## src/rtl/mips_pkg.sv

```systemverilog
// Shared definitions for the MIPS pipeline front end.
//
// Contents:
//   INST_W           - instruction / address width
//   PCSRC_*          - encodings of Control's PCSrc field
//   NOP_INSTR        - bubble word (sll $0,$0,0)
//   DEFAULT_RESET_PC - default PC loaded on reset
//   if_id_t          - payload carried by the IF/ID pipeline register
package mips_pkg;

  localparam int INST_W = 32;

  localparam logic [1:0] PCSRC_SEQ  = 2'b00;
  localparam logic [1:0] PCSRC_JUMP = 2'b01;
  localparam logic [1:0] PCSRC_JR   = 2'b10;

  localparam logic [INST_W-1:0] NOP_INSTR        = 32'h0000_0000;
  localparam logic [INST_W-1:0] DEFAULT_RESET_PC = 32'h0000_0000;

  typedef struct packed {
    logic              valid;
    logic [INST_W-1:0] pcPlus4;
    logic [INST_W-1:0] instr;
  } if_id_t;

endpackage

```

## src/rtl/if_id_reg.sv

```systemverilog
// Generic pipeline register with synchronous reset, flush and load controls.
// Used for IF/ID here and meant as the template for ID/EX.
//
// Ports:
//   clk     - rising-edge clock
//   reset   - synchronous active-high reset, loads RESET_VAL
//   load_i  - capture data_i on the next edge
//   flush_i - load FLUSH_VAL (bubble) on the next edge, beats load_i
//   data_i  - payload to capture
//   data_o  - registered payload
// With neither load_i nor flush_i asserted the register holds (stall).
module if_id_reg #(
  parameter int           W         = 65,
  parameter logic [W-1:0] RESET_VAL = '0,
  parameter logic [W-1:0] FLUSH_VAL = '0
) (
  input  logic         clk,
  input  logic         reset,
  input  logic         load_i,
  input  logic         flush_i,
  input  logic [W-1:0] data_i,
  output logic [W-1:0] data_o
);

  logic [W-1:0] data_q;

  always_ff @(posedge clk) begin
    if (reset) begin
      data_q <= RESET_VAL;
    end else if (flush_i) begin
      data_q <= FLUSH_VAL;
    end else if (load_i) begin
      data_q <= data_i;
    end
  end

  assign data_o = data_q;

endmodule

```

## src/rtl/if_fetch_stage.sv

```systemverilog
// Instruction-fetch stage plus IF/ID pipeline register of the 5-stage MIPS
// pipeline. Holds the PC, drives the instruction-memory address and latches
// the fetched word into IF/ID. Applies EX branch redirects, ID jump redirects,
// load-use stalls and flushes.
//
// Ports:
//   clk, reset      - clock and synchronous active-high reset
//   Instruction     - instruction-memory data for InstAddr (same cycle)
//   Stall           - hold PC and IF/ID
//   PCSrc           - Control's redirect select for the ID instruction
//   JrTarget        - forwarded rs for jr/jalr
//   BranchTaken     - EX branch resolved taken
//   BranchTarget    - EX branch target
//   InstAddr        - current PC
//   ID_Instruction  - IF/ID instruction word
//   ID_PC_plus4     - IF/ID PC+4
//   ID_LinkAddr     - return address for jal/jalr
//   ID_Valid        - IF/ID holds a real instruction
//   ID_EX_Flush     - bubble request to ID/EX
//
// Build option: define DELAY_SLOT_EN for MIPS branch/jump delay-slot
// semantics (jump keeps the fetched slot, branch does not kill ID,
// link address skips the slot).
module if_fetch_stage
  import mips_pkg::*;
#(
  parameter logic [31:0] RESET_PC  = mips_pkg::DEFAULT_RESET_PC,
  parameter logic [31:0] NOP_INSTR = mips_pkg::NOP_INSTR
) (
  input  logic              clk,
  input  logic              reset,
  input  logic [INST_W-1:0] Instruction,
  input  logic              Stall,
  input  logic [1:0]        PCSrc,
  input  logic [INST_W-1:0] JrTarget,
  input  logic              BranchTaken,
  input  logic [INST_W-1:0] BranchTarget,
  output logic [INST_W-1:0] InstAddr,
  output logic [INST_W-1:0] ID_Instruction,
  output logic [INST_W-1:0] ID_PC_plus4,
  output logic [INST_W-1:0] ID_LinkAddr,
  output logic              ID_Valid,
  output logic              ID_EX_Flush
);

  localparam if_id_t IF_ID_BUBBLE = '{valid: 1'b0, pcPlus4: RESET_PC, instr: NOP_INSTR};

  logic [INST_W-1:0] pc_q, pc_d;
  logic [INST_W-1:0] pcPlus4;
  logic [INST_W-1:0] jumpTarget;
  logic              ifIdLoad;
  logic              ifIdFlush;
  if_id_t            ifIdIn;
  if_id_t            ifIdOut;

  assign pcPlus4    = pc_q + 32'd4;
  assign jumpTarget = {ifIdOut.pcPlus4[31:28], ifIdOut.instr[25:0], 2'b00};

  // Next-PC selection. A taken branch beats a stall because the stalled ID
  // instruction is on the wrong path. ID redirects are only honoured for a
  // valid IF/ID entry so a bubble's decoded PCSrc is ignored. A stalled jump
  // simply stays in ID and is re-evaluated next cycle.
  always_comb begin
    pc_d      = pc_q;
    ifIdLoad  = 1'b0;
    ifIdFlush = 1'b0;
    if (BranchTaken) begin
      pc_d      = BranchTarget;
      ifIdFlush = 1'b1;
    end else if (Stall) begin
      pc_d = pc_q;
    end else if (ifIdOut.valid && (PCSrc == PCSRC_JUMP || PCSrc == PCSRC_JR)) begin
      pc_d = (PCSrc == PCSRC_JUMP) ? jumpTarget : JrTarget;
`ifdef DELAY_SLOT_EN
      // The word fetched this cycle is the delay slot and must execute.
      ifIdLoad  = 1'b1;
`else
      ifIdFlush = 1'b1;
`endif
    end else begin
      pc_d     = pcPlus4;
      ifIdLoad = 1'b1;
    end
  end

  always_ff @(posedge clk) begin
    if (reset) begin
      pc_q <= RESET_PC;
    end else begin
      pc_q <= pc_d;
    end
  end

  assign ifIdIn = '{valid: 1'b1, pcPlus4: pcPlus4, instr: Instruction};

  if_id_reg #(
    .W        ($bits(if_id_t)),
    .RESET_VAL(IF_ID_BUBBLE),
    .FLUSH_VAL(IF_ID_BUBBLE)
  ) u_if_id_reg (
    .clk    (clk),
    .reset  (reset),
    .load_i (ifIdLoad),
    .flush_i(ifIdFlush),
    .data_i (ifIdIn),
    .data_o (ifIdOut)
  );

  assign InstAddr       = pc_q;
  assign ID_Instruction = ifIdOut.instr;
  assign ID_PC_plus4    = ifIdOut.pcPlus4;
  assign ID_Valid       = ifIdOut.valid;

`ifdef DELAY_SLOT_EN
  // The ID instruction is the branch's delay slot, so it must survive.
  assign ID_EX_Flush = 1'b0;
  assign ID_LinkAddr = ifIdOut.pcPlus4 + 32'd4;
`else
  assign ID_EX_Flush = BranchTaken;
  assign ID_LinkAddr = ifIdOut.pcPlus4;
`endif

endmodule

```

## config.mk

```make
export PLATFORM = sky130hd
export DESIGN_NAME = if_fetch_stage
export DESIGN_NICKNAME = d
export VERILOG_FILES = /design/src/rtl/mips_pkg.sv /design/src/rtl/if_id_reg.sv /design/src/rtl/if_fetch_stage.sv
export SDC_FILE = /design/constraint.sdc
export NUM_CORES = 1
export LEC_CHECK = 0
export CAP_MARGIN = 40
export CORE_MARGIN = 2
export CORE_UTILIZATION = 37
export DETAILED_ROUTE_END_ITERATION = 16
export GPL_TIMING_DRIVEN = 1
export HOLD_SLACK_MARGIN = 0.12
export PLACE_DENSITY = 0.76
export SKIP_CTS_REPAIR_TIMING = 1
export SLEW_MARGIN = 10
export SYNTH_ARGS = -nofsm -noshare
export SYNTH_HDL_FRONTEND = slang
export SYNTH_SLANG_ARGS = --single-unit
```

## constraint.sdc

```tcl
create_clock -name clk -period 2.7 [get_ports clk]
set_clock_uncertainty 0.15 [all_clocks]
set_input_delay 0.81 -clock clk [delete_from_list [all_inputs] [get_ports clk]]
set_output_delay 0.81 -clock clk [all_outputs]
set_load 0.02 [all_outputs]
```

==> flow_summary.json, run 1 <==
{
  "drc": 0,
  "synth_seq_cells": 97,
  "root_buffer": "clkbuf_16",
  "num_antenna_cells": 0,
  "cts_buffers": 9,
  "dieArea_um2": 15300,
  "max_freq_mhz": 384,
  "routed_via_density": 5.36,
  "pin_count": 232,
  "syn_to_final_growth_pct": 53.9,
  "powerDensity_nw_per_um2": 446,
  "antenna_found_initial": 0,
  "rows": 43,
  "synth_warnings": 0,
  "p_int_mw": 2.63,
  "min_period_ns": 2.60,
  "initial_utilization_pct": 38.0,
  "grt_pass1_wl_mm": 28.8,
  "grt_pass1_vias": 5245,
  "crit_path_end_kind": "register",
  "hold_viol": 0,
  "drtPass1Iterations": 5,
  "status": "completed",
  "p_clk_share_pct": 34.9,
  "synth_cell_types": 62,
  "fillCellCount": 1237,
  "setup_viol_count_final": 0,
  "final_area_um2": 8150,
  "cts.sinks": 97,
  "routed_wl_mm": 18.9,
  "power_frac_seq_pct": 43.3,
  "grtUsageTotal_pct": 24.6,
  "routabilityCongestion": 0.895,
  "grt_max_degree": 51,
  "syn-num-nets": 768,
  "drive_gt1_share_pct": 11.6,
  "async_reset_ff_share_pct": 0,
  "vias": 5673,
  "syn_area_um2": 5300,
  "combPwrFrac_pct": 21.8,
  "rsz0062_at_grt": "false",
  "post-route-util_pct": 58.5,
  "crit_required_ns": 2.78,
  "synthFlopType": "dfxtp_1",
  "arrival_ns": 2.68,
  "clk_pin_slew_worst_paths_ns": 0.06,
  "insertion_delay_ns": 0.35,
  "power_leakage_nw": 2.91,
  "maxCapViolCount": 0,
  "critPathKind": "in -> reg",
  "avgSynthCellArea_um2": 7.98,
  "portBuffers": 231,
  "timing.final.crit_share_pct": 96.3,
  "core_um2": 13900,
  "clock_path_buffers": 2,
  "die_h_um": 124,
  "ir_drop_mv": 0.274,
  "wl_per_cell_um": 17.9,
  "synth_enable_flop_cells": 0,
  "yosysSeqAreaShare_pct": 36.6,
  "drv_slew": 0,
  "relSlewSlack_pct": 55.1,
  "grt_overflow": 0,
  "hp-class": "reg -> reg",
  "nets": 978,
  "worst_hold_slack_ns": 0.309,
  "placed_area_um2": 7820,
  "h-tree-depth": 3,
  "tightest_slew_ns": 0.668,
  "netSwitchingPower_uw": 1000,
  "total_power_mw": 3.63,
  "ant_nets": 0,
  "synth_cells": 664,
  "drt_iter0_markers": 422,
  "dieWidth_um": 124,
  "hpwl_mm": 14.3,
  "p_sw_share_pct": 27.5,
  "crit_path_max_fanout": 5,
  "cp-start-kind": "primary input",
  "cts_tree": "yes"
}
==> metrics by stage <==
step,TNS (ns),setup WS [ns],std cells
global route,0,0.00553,1059
finish,0,0.0992,1059
detailed placement,-17.26,-0.261,1041
CTS,0,0.0889,1057
global placement,-15.33,-0.247,1041
floorplan,0,0.146,664
==> final cells by class <==
class                   count  area [um^2]  share of cell area, %
clock buffers              14          284                   3.48
inverters                  10         37.5                  0.460
clock inverters             2         10.0                  0.123
flip-flops and latches     97         1940                   23.8
multi-input cells         471         2850                   35.0
well taps                 180          225                   2.76
repair buffers            285         2800                   34.4
==> layout by cell type (no fill, tap or decap), drive strengths merged, types with 11 or more instances in the layout <==
cell and n:
clkdlybuf4s50 230, nand2 116, dfxtp 97, a21oi 84, buf 55, nor2 33
o21ai 31, mux2i 20, a211oi 17, mux2 16, nor3 15, xnor2 14
clkbuf 14, and3 12, a221oi 12, o22ai 12, xor2 11, nor4 11
==> worst max-delay path: stages <==
cell	delay, ns
clkdlybuf4s50_1	0.45
inv_1	0.04
ha_2	0.26
nand2b_2	0.22
buf_4	0.15
a211oi_1	0.28
buf_4	0.18
a31oi_1	0.04
o22ai_1	0.16
o22ai_1	0.09
==> power by group through the flow <==
stage / combinational, mW / clock (mW) / sequential [mW]
after floorplan: 0.318 / 0 / 1.64
after CTS: 0.785 / 1.29 / 1.57
after detailed placement: 0.780 / 0 / 1.60
final: 0.794 / 1.27 / 1.57
after global routing: 0.852 / 1.35 / 1.58
after global placement: 0.776 / 0 / 1.60
==> state kept, by name, summed over array words and instances, names as in the netlist <==
register / count
InstAddr: 32
u_if_id_reg.data_o: 65
==> synthesized netlist by cell type, types with 6 or more instances <==
library cell	instances	area, um^2
a221oi_1	12	105
xor2_1	11	96.3
nor4_1	9	56.3
dfxtp_1	97	1940
clkbuf_1	28	105
o22ai_1	12	75.1
o21ai_0	30	150
nand2_1	116	435
buf_2	15	75.1
a211oi_1	17	128
nand3_1	9	45.0
a21oi_1	83	415
buf_4	38	285
mux2_2	16	180
inv_1	10	37.5
xnor2_1	14	123
mux2i_1	20	200
and3_1	12	75.1
nor2b_1	6	37.5
nor2_1	33	124
nor3_1	12	60.1
==> per-layer routing <==
metal  routed length [um]  part of all wire, %  vias to the layer above  GRT usage, %
li1                     -                    -                     2745             -
met4                  276                  1.5                        0          6.61
met5                    0                    0                        -             0
met1                 8120                   43                     2622          33.8
met3                 1970                   10                       21          6.87
met2                 8560                   45                      285          38.0
==> kinds of logic (layout without fill, tap and decap cells) <==
group	after synthesis	after routing	share of synthesized area, %
buffers and inverters	96	311	9.85
adder cells (fa/ha/maj)	2	2	0.472
AO/OA/AOI/OAI	184	184	21.2
multiplexers	36	36	7.18
XOR/XNOR	25	25	4.13
flip-flops	97	97	36.6
AND/OR/NAND/NOR	224	224	20.5
==> worst paths after layout <==
kind                          start                endpoint  slack [ns]  cells after the start
min reg2reg  u_if_id_reg.data_o[28]  u_if_id_reg.data_o[28]        0.31                      2
max                        PCSrc[1]             InstAddr[8]         0.1                     10
max reg2reg             InstAddr[3]            InstAddr[16]        0.22                      6
min          u_if_id_reg.data_o[28]  u_if_id_reg.data_o[28]        0.31                      2
Power figures use the tool's default switching activity.
==> inputs of run 2 (changes only) <==
--- a/config.mk
+++ b/config.mk
@@ -13,7 +13,7 @@
 export HOLD_SLACK_MARGIN = 0.12
 export PLACE_DENSITY = 0.76
 export SKIP_CTS_REPAIR_TIMING = 1
-export SLEW_MARGIN = 10
+export SLEW_MARGIN = 20
 export SYNTH_ARGS = -nofsm -noshare
 export SYNTH_HDL_FRONTEND = slang
 export SYNTH_SLANG_ARGS = --single-unit
==> results of run 2 <==
The final DEF is identical to that of run 1; final timing and power are the same.
==> inputs of run 3 (changes only) <==
==> constraint.sdc (replaced) <==
create_clock -name clk -period 2.8 [get_ports clk]
set_clock_uncertainty 0.15 [all_clocks]
set_input_delay 0.84 -clock clk [delete_from_list [all_inputs] [get_ports clk]]
set_output_delay 0.84 -clock clk [all_outputs]
set_load 0.02 [all_outputs]
==> flow_summary.json, run 3 (same netlist as run 1, synthesis figures left out) <==
{
  "antenna_found_initial": 0,
  "tns_ns": 0,
  "num_antenna_cells": 0,
  "routed_wl_mm": 18.7,
  "crit_required_ns": 2.89,
  "vias": 5672,
  "maxCapViolCount": 0,
  "core_um2": 13900,
  "h-tree-depth": 3,
  "timing.final.crit_share_pct": 94.6,
  "cp-start-kind": "primary input",
  "rsz0062_at_grt": "false",
  "initial_utilization_pct": 38.0,
  "grt_pass1_wl_mm": 28.4,
  "hpwl_mm": 14.2,
  "die_h_um": 124,
  "use_met1_pct": 33.4,
  "drt_iter0_markers": 430,
  "pin_count": 232,
  "power_leakage_nw": 2.85,
  "powerDensity_nw_per_um2": 445,
  "grt_pass1_vias": 5325,
  "nets": 970,
  "drtPass1Iterations": 6,
  "max_freq_mhz": 378,
  "cts.sinks": 97,
  "cts_buffers": 9,
  "crit_path_end_kind": "register",
  "clock_path_buffers": 2,
  "ir_drop_mv": 0.245,
  "arrival_ns": 2.74,
  "dieArea_um2": 15300,
  "largest_reg_flops": 65,
  "routabilityCongestion": 0.911,
  "ant_nets": 0,
  "critPathKind": "in -> reg",
  "top_usage_layer": "met2",
  "clk_pin_slew_worst_paths_ns": 0.07,
  "routed_via_density": 5.40,
  "rows": 43,
  "final_area_um2": 8060,
  "dieWidth_um": 124,
  "tightest_slew_ns": 0.680,
  "placed_area_um2": 7750,
  "setup_viol_count_final": 0,
  "drive_gt1_share_pct": 10.6,
  "fillCellCount": 1276,
  "crit_path_max_fanout": 7,
  "cts_tree": "yes",
  "relSlewSlack_pct": 54.3,
  "insertion_delay_ns": 0.34,
  "min_period_ns": 2.65,
  "hp-class": "reg -> reg",
  "hold_viol": 0,
  "groute.layer.met3.usage_pct": 6.00,
  "wl_per_cell_um": 17.8,
  "layout_commonest_cell": "clkdlybuf4s50_1",
  "layout_common_cells": "clkdlybuf4s50_1, nand2_1, dfxtp_1, a21oi_1, buf_4",
  "r2r_start": "InstAddr[3]",
  "grt_max_degree": 35,
  "grtUsageTotal_pct": 24.2,
  "grt_overflow": 0,
  "drc": 0,
  "total_power_mw": 3.59,
  "post-route-util_pct": 57.9,
  "root_buffer": "clkbuf_16",
  "drv_slew": 0,
  "portBuffers": 231,
  "grt_use_met2_pct": 37.6,
  "status": "completed",
  "startpoint": "PCSrc[1]",
  "min-delay-start": "u_if_id_reg.data_o[26]",
  "syn_to_final_growth_pct": 52.2
}
run 3: cell count changes in the layout (fill, tap and decap cells not counted), sizes merged:
cell	delta
clkinv	-1
bufinv	+2
buf	-8
clkinvlp	+2
clkbuf	-3
run 3: critical path, cell delays in order:
cell	delay, ns
clkdlybuf4s50_1	0.46
inv_1	0.04
ha_2	0.33
nand2b_1	0.25
nor2_1	0.11
buf_4	0.15
a221oi_1	0.28
o21ai_0	0.15
o211a_1	0.13
run 3: metrics by stage:
step           std cells  hold slack [ns]  worst slack, ns
5_1_grt             1051            0.336           0.0184
4_1_cts             1051            0.306            0.170
2_1_floorplan        664            0.295            0.216
3_3_place_gp        1035            0.295           -0.169
6_report            1051            0.304            0.152
3_5_place_dp        1035            0.298           -0.182
run 3: power by group:
group          internal (mW)  switching (mW)
clock network          0.783           0.544
registers               1.43          0.0793
logic                  0.392           0.353
run 3: routing by layer:
layer | vias up | share of wire [%]
met1 | 2642 | 43
met5 | - | 0
met4 | 0 | 1.1
met3 | 18 | 10
li1 | 2726 | -
met2 | 286 | 45
run 3: final timing paths:
kind / end / slack (ns) / depth (start not counted)
max: InstAddr[13] / 0.15 / 9
min: u_if_id_reg.data_o[26] / 0.30 / 2
max reg2reg: InstAddr[16] / 0.36 / 6
min reg2reg: u_if_id_reg.data_o[26] / 0.30 / 2
run 3: final cells by class:
type                    count  area (um^2)  share of cell area [%]
well taps                 180          225                    2.79
inverters                  10         37.5                   0.466
clock inverters             5         80.1                   0.993
repair buffers            277         2700                    33.5
clock buffers              11          233                    2.89
multi-input cells         471         2840                    35.3
flip-flops and latches     97         1940                    24.1
==> patch: new RTL, settings of run 3 <==
Register the input `JrTarget` before use, without a reset. The logic sees it one clock later. The other inputs are not delayed to match.
--- a/src/rtl/if_fetch_stage.sv
+++ b/src/rtl/if_fetch_stage.sv
@@ -45,6 +45,12 @@
 
   localparam if_id_t IF_ID_BUBBLE = '{valid: 1'b0, pcPlus4: RESET_PC, instr: NOP_INSTR};
 
+  logic [INST_W-1:0] JrTarget_q;
+
+  always_ff @(posedge clk) begin
+    JrTarget_q <= JrTarget;
+  end
+
   logic [INST_W-1:0] pc_q, pc_d;
   logic [INST_W-1:0] pcPlus4;
   logic [INST_W-1:0] jumpTarget;
@@ -70,7 +76,7 @@
     end else if (Stall) begin
       pc_d = pc_q;
     end else if (ifIdOut.valid && (PCSrc == PCSRC_JUMP || PCSrc == PCSRC_JR)) begin
-      pc_d = (PCSrc == PCSRC_JUMP) ? jumpTarget : JrTarget;
+      pc_d = (PCSrc == PCSRC_JUMP) ? jumpTarget : JrTarget_q;
 `ifdef DELAY_SLOT_EN
       // The word fetched this cycle is the delay slot and must execute.
       ifIdLoad  = 1'b1;
Formal check against the unedited RTL: not equivalent (Yosys sat finds a counterexample within 4 cycles, from zero or initial values and one cycle with reset high).
==> patch against run 3 <==
- area after synthesis up 12%
- total power up 41%
- design area up 14%
- synthesized cell count up 3.9%
- sequential cell count up 32
- combinational power up 7.5%
- critical path depth down 8
- die area up 11%
- wire length up 7.2%
- worst setup slack better by 68 ps
- sequential power up 32%
- non-clock buffer count up 17
==> patch: results (changes against run 3) <==
Routing
  • Pre-antenna DRT Iters: 5 (-1)
  • Routed WL per cell: 17.5 µm (-1.5%)
  • Vias per Instance: 5.19 (-3.8%)
  • Drt first-iter violations: 368 (-14%)

Worst setup path
  • R2R Setup Slk: 320 ps (-40 ps)
  • Arrival time worst endpoint: 1590 ps (-1150 ps)
  • Cell class contributing the biggest share of worst-path delay: buffers and inverters
  • Worst Path Max Fanout: 8 (+1)
  • Master of the slowest instance on the critical path: clkdlybuf4s50_1
  • Startpoint of the worst setup timing path: InstAddr[25]$_SDFFE_PP0P_
  • Worst stage delay on the critical path: 670 ps (+210 ps)
  • Element type at the critical path start: register
  • Critical R2R Launch: InstAddr[8]$_SDFFE_PP0P_

Logic synthesis
  • Count of warnings emitted by yosys: 0 (unchanged)
  • Async S/R FF share, synth: 0% (unchanged)
  • Top post-synthesis cells by count: dfxtp_1, nand2_1, a21oi_1, buf_4, clkbuf_1
  • Commonest register cell after synthesis: dfxtp_1
  • Sequential-to-total area share from yosys stat: 43.6% (+7.0 points)
  • Cell count after synthesis: 690 (+3.9%)
  • Distinct cell type count of the synthesized netlist: 64 (+3.2%)
  • Net count after synthesis: 794 (+3.4%)
  • Largest cells by area after synthesis: dfxtp_1, a21oi_1, nand2_1

Finish
  • Flip-flop count of the largest register after layout: 65 (unchanged)
  • Fraction of final layout cells sized beyond drive strength 1: 13.5% (+2.9 points)
  • Antenna cell count: 0 (unchanged)
  • Layout net count: 1018 (+4.9%)
  • Fillcell total: 1430 (+12%)

Clocking
  • Clock insertion delay at the later pin of the skew report: 420 ps (+80 ps)
  • Number of levels in the clock H-tree: 4 (+1)
  • Cts bufs inserted: 17 (+8)
  • Maximum buffer depth of the clock tree: 2 (unchanged)
  • Clock-pin slew on the worst setup and hold paths: 60 ps
  • CTS root buffer: clkbuf_16

Global route
  • Total routing resource utilization after global routing: 23.5% (-0.65 points)
  • First-pass GRT wire length: 30500 µm (+7.4%)
  • Vias in the first global route: 5564 (+4.5%)
  • Pin count of the biggest net entering global routing: 51 (+46%)
  • Initial antenna violation count: 0 (unchanged)

Worst hold path
  • Worst hold path type: register to register
  • Min-delay src: u_if_id_reg.data_o[27]$_SDFFE_PP0P_

Power and ir drop
  • Max IR drop VDD: 411 µV (+68%)
  • Leakage power: 3.31 nW (+16%)

Placed design
  • Placed Area: 8560 µm² (+10%)
  • RD Place Congestion: 0.850 (-6.6%)
  • Buffers on Ports: 231 (unchanged)
  • Detailed-placement wirelength estimate: 15100 µm (+6.1%)

Run status
  • Run status: complete, no violations

STA
  • Min Hold Slack: 302 ps (-2.34 ps)
  • Worst Max-Slew Pin Slew: 606 ps (-73.6 ps)
patch: cell types whose count changed after synthesis, sizes merged, moves of 4 or more:
cell	delta
a2111oi	+4
a21oi	+6
a221oi	+4
buf	-9
clkbuf	+10
dfxtp	+32
mux2	-6
nand2	-14
nor4	+4
o22ai	-10
xor2	-4
patch: layout make-up:
cell class / count / area, µm² / share of cell area (%)
multi-input combinational: 459 / 2770 / 30.2
sequential: 129 / 2580 / 28.2
clock buffer: 19 / 443 / 4.83
clock inverter: 13 / 159 / 1.73
inverter: 13 / 48.8 / 0.533
timing repair buffer: 294 / 2890 / 31.5
tap: 216 / 270 / 2.95
patch: final timing paths:
check,end,cells past startpoint
setup / recovery,InstAddr[25],1
hold / removal,u_if_id_reg.data_o[27]$_SDFFE_PP0P_,2
hold reg to reg,u_if_id_reg.data_o[27]$_SDFFE_PP0P_,2
setup reg to reg,InstAddr[26]$_SDFFE_PP0P_,5
patch: cell families (layout without fill, tap and decap cells):
group | Yosys count | count (layout) | share of synthesized area [%]
adder cells (fa/ha/maj) | 2 | 2 | 0.423
XOR/XNOR | 24 | 24 | 3.55
multiplexers | 30 | 30 | 5.29
buffers and inverters | 102 | 339 | 9.81
AO/OA/AOI/OAI | 189 | 189 | 19.6
AND/OR/NAND/NOR | 214 | 214 | 17.6
flip-flops | 129 | 129 | 43.6
patch: metal layers:
| layer | GRT usage [%] | wire length (µm) | up-vias |
|---|---|---|---|
| met5 | 0 | 0 | - |
| li1 | - | - | 2873 |
| met1 | 30.7 | 8480 | 2737 |
| met2 | 37.0 | 9190 | 292 |
| met4 | 10.1 | 503 | 0 |
| met3 | 6.31 | 1850 | 31 |
patch: where the power goes:
part           leakage, nW  internal (mW)  switching [mW]
Sequential            1.06           1.92          0.0688
Combinational         1.96          0.413           0.388
Clock                0.290           1.42           0.839
patch: worst min-delay path, stage by stage, from the launching register on:
cell and delay, ps:
dfxtp_1 300, nand2_1 50, a21oi_1 50
patch: through the flow:
stage / instances / utilization [%] / setup WS (ps)
finish: 1143 / 58.1 / 220
global route: 1143 / 58.1 / 109
CTS: 1143 / 58.1 / 218
detailed placement: 1111 / 54.3 / -130
global placement: 1111 / 54.3 / -103
floorplan: 690 / - / 72.0
